`src/rtl/aes_round_ctrl.sv`:
```
// Round sequencer for the iterative AES-128 core: initial AddRoundKey, NR external rounds, ciphertext handshake.
// Optional feature macro AES_ROUND_CTRL_ABORT_EN adds an abort input that cancels a block in ROUND or DONE.
module aes_round_ctrl #(
    parameter int NR     = 10,
    parameter int DP_LAT = 0
) (
    input  logic                    clk,
    input  logic                    rst,
`ifdef AES_ROUND_CTRL_ABORT_EN
    input  logic                    abort,
`endif
    input  logic                    in_valid,
    output logic                    in_ready,
    input  logic [127:0]            in_data,
    output logic                    out_valid,
    input  logic                    out_ready,
    output logic [127:0]            out_data,
    output logic [$clog2(NR+1)-1:0] rk_idx,
    input  logic [127:0]            rk_i,
    output logic [127:0]            rd_state,
    output logic                    rd_final,
    input  logic [127:0]            rd_result,
    output logic                    busy
);
    localparam int RW = $clog2(NR + 1);
    localparam logic [RW-1:0] LAST_RND = RW'(NR);
    localparam logic [2:0]    WAIT_END = 3'(DP_LAT);

    typedef enum logic [1:0] {IDLE, ROUND, DONE} state_t;

    state_t        state;
    state_t        state_nxt;
    logic [127:0]  data_q;
    logic [RW-1:0] rnd_q;
    logic [2:0]    wait_q;
    logic          cancel;
    logic          step;
    logic          last;

`ifdef AES_ROUND_CTRL_ABORT_EN
    assign cancel = abort && (state != IDLE);
`else
    assign cancel = 1'b0;
`endif

    // A round completes on the cycle the datapath latency has been waited out.
    assign step = (state == ROUND) && (wait_q == WAIT_END);
    assign last = (rnd_q == LAST_RND);

    always_ff @(posedge clk) begin
        if (rst || cancel) begin
            state  <= IDLE;
            data_q <= '0;
            rnd_q  <= '0;
            wait_q <= '0;
        end else begin
            state <= state_nxt;
            case (state)
                IDLE: begin
                    if (in_valid) begin
                        data_q <= in_data ^ rk_i;
                        rnd_q  <= RW'(1);
                        wait_q <= '0;
                    end
                end
                ROUND: begin
                    if (step) begin
                        data_q <= rd_result;
                        wait_q <= '0;
                        if (!last) begin
                            rnd_q <= rnd_q + 1'b1;
                        end
                    end else begin
                        wait_q <= wait_q + 3'd1;
                    end
                end
                default: begin
                end
            endcase
        end
    end

    // The state register is the datapath operand and the ciphertext at once.
    always_comb begin
        state_nxt = state;
        in_ready  = (state == IDLE) && !rst;
        out_valid = (state == DONE);
        busy      = (state != IDLE);
        rd_final  = (state == ROUND) && last;
        rk_idx    = '0;
        rd_state  = data_q;
        out_data  = data_q;
        case (state)
            IDLE: begin
                if (in_valid) begin
                    state_nxt = ROUND;
                end
            end
            ROUND: begin
                rk_idx = rnd_q;
                if (step && last) begin
                    state_nxt = DONE;
                end
            end
            DONE: begin
                if (out_ready) begin
                    state_nxt = IDLE;
                end
            end
            default: begin
                state_nxt = IDLE;
            end
        endcase
    end
endmodule
```
`config.mk`:
```
export PLATFORM = sky130hd
export DESIGN_NAME = aes_round_ctrl
export DESIGN_NICKNAME = d
export VERILOG_FILES = /design/src/rtl/aes_round_ctrl.sv
export SDC_FILE = /design/constraint.sdc
export NUM_CORES = 1
export LEC_CHECK = 0
export ABC_CLOCK_PERIOD_IN_PS = 4700
export CAP_MARGIN = 40
export CORE_AREA = 3 3 252 254
export DETAILED_ROUTE_END_ITERATION = 10
export DIE_AREA = 0 0 255 257
export PLACE_DENSITY = 0.38
export SYNTH_ARGS = -nofsm -noshare
export SYNTH_HDL_FRONTEND = slang
export SYNTH_SLANG_ARGS = --single-unit
```
`constraint.sdc`:
```
create_clock -name clk -period 4.7 [get_ports clk]
set_clock_uncertainty 0.2 [all_clocks]
set_input_delay 0.47 -clock clk [delete_from_list [all_inputs] [get_ports clk]]
set_output_delay 0.47 -clock clk [all_outputs]
set_load 0.01 [all_outputs]
```
==> flow_metrics.tcl <==
set metrics [dict create \
    status "finished, final reports clean" \
    syn2layout_area_growth_pct 72.3 \
    hold_viol_final 0 \
    fillers 6680 \
    overflow 0 \
    rsz0062_at_grt "false" \
    cts_num_sinks 137 \
    ir_worst_vdd_mv 0.270 \
    ys_ff_latch 137 \
    grt_pass1_vias 9443 \
    final-setup-viol-count 0 \
    crit_family "simple AND/OR/NAND/NOR gates" \
    htreeDepth 4 \
    p_per_area_mw_per_mm2 290 \
    die-width_um 255 \
    layout_common_cells "clkdlybuf4s50_1 (651), nor2_1 (265), dfxtp_1 (137), nand2_1 (131), xor2_1 (128)" \
    die_area_mm2 0.0655 \
    wirelength_um 43100 \
    start_util_pct 15.1 \
    grt_first_pass_wirelength_um 62200 \
    cp_max_fo 21 \
    crit_required_ns 4.03 \
    final_cells 2321 \
    clk_path_buf_depth 2 \
    leakagePower_nw 5.79 \
    synth_nets 1427 \
    fmax_mhz 324 \
    yosysWarnings 0 \
    synthMuxAreaShare_pct 0 \
    max_slew_margin_pct 44.8 \
    insertion_delay_ns 0.46 \
    grt_max_degree 131 \
    drive_gt1_share_pct 11.3 \
    ant_nets 0 \
    synth-compound-area-share_pct 23.2 \
    antenna_found_initial 5 \
    tns_ns 0 \
    dr_total_vias 8997 \
    coreArea_mm2 0.0615 \
    cts-root-buf "clkbuf_16" \
    avgSynthCellArea_um2 8.97 \
    synth_cell_types 41 \
    nets 1906 \
    clkTransAtPathRegs_ns 0.06 \
    drtPass1Iterations 4 \
    cp_slowest_cell "clkdlybuf4s50_1" \
    synthSimpleGateAreaFrac_pct 17.3 \
    io_buffers 651 \
    avgRoutedWirePerCell_um 18.6 \
    ys_seq_area_share_pct 29.5 \
    placed_cells_incl_taps 2285 \
    cts_setup_buffers 0 \
    gp_congestion 0.711 \
    synthXorXnorAreaFrac_pct 12.1 \
    ios 652 \
    worst_setup_path_end_kind "primary output" \
    critPathLaunchType "flop" \
    worstHoldPathType "flop to flop" \
    ff2ff_setup_slack_ns 2.05 \
    cts_resized 0 \
    slew_violations 0 \
    drc_errors 0 \
    critical_path_arrival_ns 2.41 \
    critPathBufInv 1 \
    maxCapViolations 0 \
    cts_made_buffers 17 \
    crit_chain "nor2b_4 > and2_1 > clkdlybuf4s50_1" \
    fin_crit_sh_pct 65.6 \
    rows 91 \
    drtIter0Drc 355 \
    worstMarginPinSlew_ns 0.829 \
    cts_tree "done" \
    hpwlAfterDp_um 33200 \
    die_h_um 257 \
    ctsHoldBuffers 0 \
    grtUsageTotal_pct 12.8 \
    synth_cells 1035 \
    synthAdderAreaFrac_pct 0.539 \
    cpPeakStageDelay_ns 0.59 \
    synth_area_mm2 0.00928 \
    min_period_ns 3.08 \
    synth_top_family_by_area "compound AO/OA/AOI/OAI gates" \
    mostFrequentLayoutCell "clkdlybuf4s50_1" \
    vias_per_cell 3.88 \
    path_class "flop to primary output" \
]
[final timing paths]
path / depth (start not counted) / to / start
worst max-delay path: 3 / rk_idx[1] / state[0]
worst min-delay path: 2 / out_data[82] / out_data[82]
worst max register to register: 6 / out_data[43] / wait_q[0]
worst min register to register: 2 / out_data[82] / out_data[82]
[power by group]
| group | switching [mW] | internal, mW |
|---|---|---|
| registers | 0.149 | 1.30 |
| clock network | 0.599 | 0.890 |
| logic | 0.716 | 0.989 |
| total | 1.46 | 3.18 |
[metal layers]
layer / routed length [um] / track usage [%] / share of wire (%)
met4: 614 / 3.82 / 1.4
met2: 22900 / 23.5 / 53
met3: 2980 / 3.77 / 6.9
met1: 16500 / 14.1 / 38
met5: 13 / 0 / 0.030
[cell type report]
class | count | area [um^2] | area share [%]
diodes | 4 | 10.0 | 0.0626
clock buffers | 18 | 429 | 2.68
clock inverters | 14 | 196 | 1.23
inverters | 7 | 28.8 | 0.180
multi-input cells | 689 | 4950 | 31.0
flip-flops and latches | 137 | 2740 | 17.1
well taps | 790 | 988 | 6.18
repair buffers | 662 | 6650 | 41.6
[flip-flops by register name, indices dropped and copies added (netlist names)]
signal and flops:
out_data 128, rnd_q 4, wait_q 3, state 2
[kinds of logic (layout without fill, tap and decap cells)]
family | Yosys count | in the layout
buf+inv | 209 | 701
xor+xnor | 128 | 128
other cells | 0 | 4
simple gates | 412 | 412
fa+ha+maj | 4 | 4
compound gates | 145 | 145
flops | 137 | 137
[through the flow]
stage / util, % / instance area, um^2 / power [mW] / hold slack, ns / setup slack [ns]
global placement: 25.0 / 15400 / 3.21 / 0.287 / 1.70
detailed placement: 25.0 / 15400 / 3.21 / 0.283 / 1.68
global route: 26.0 / 16000 / 4.92 / 0.328 / 1.39
CTS: 26.0 / 16000 / 4.77 / 0.302 / 1.46
finish: 26.0 / 16000 / 4.64 / 0.300 / 1.62
floorplan: - / 9280 / 2.36 / 0.266 / 2.86
[worst reg2reg max path, stage by stage, from the launching register on]
cell and delay (ns):
dfxtp_1 0.31, inv_1 0.08, ha_1 0.19, and4bb_1 0.46
or2_4 0.50, buf_12 0.43, o32ai_2 0.33
[Yosys cell counts (all sizes together)]
master   count  area, um^2
nand3        1        5.00
nand3b       1        7.51
a211oi       1        7.51
nor2       265         995
a32oi        1        8.76
nor3b        2        20.0
o21bai       1        7.51
buf        162        1420
nor4b        1        8.76
o2111ai      1        8.76
dfxtp      137        2740
nor2b        1        6.26
o32a         1        10.0
o311ai       1        8.76
inv          7        26.3
or4          1        7.51
and2         2        12.5
a21o         1        8.76
o22ai        1        6.26
xor2       128        1120
o21ai        2        21.3
and3         1        6.26
and4bb       1        12.5
nand2      131         492
clkbuf      40         160
a32o         1        10.0
nand2b       2        12.5
a21oi        4        20.0
o32ai      129        2030
or2b         1        8.76
a31o         1        8.76
ha           4        50.1
or2          2        15.0
No activity file was read; power rests on OpenSTA's default activity.
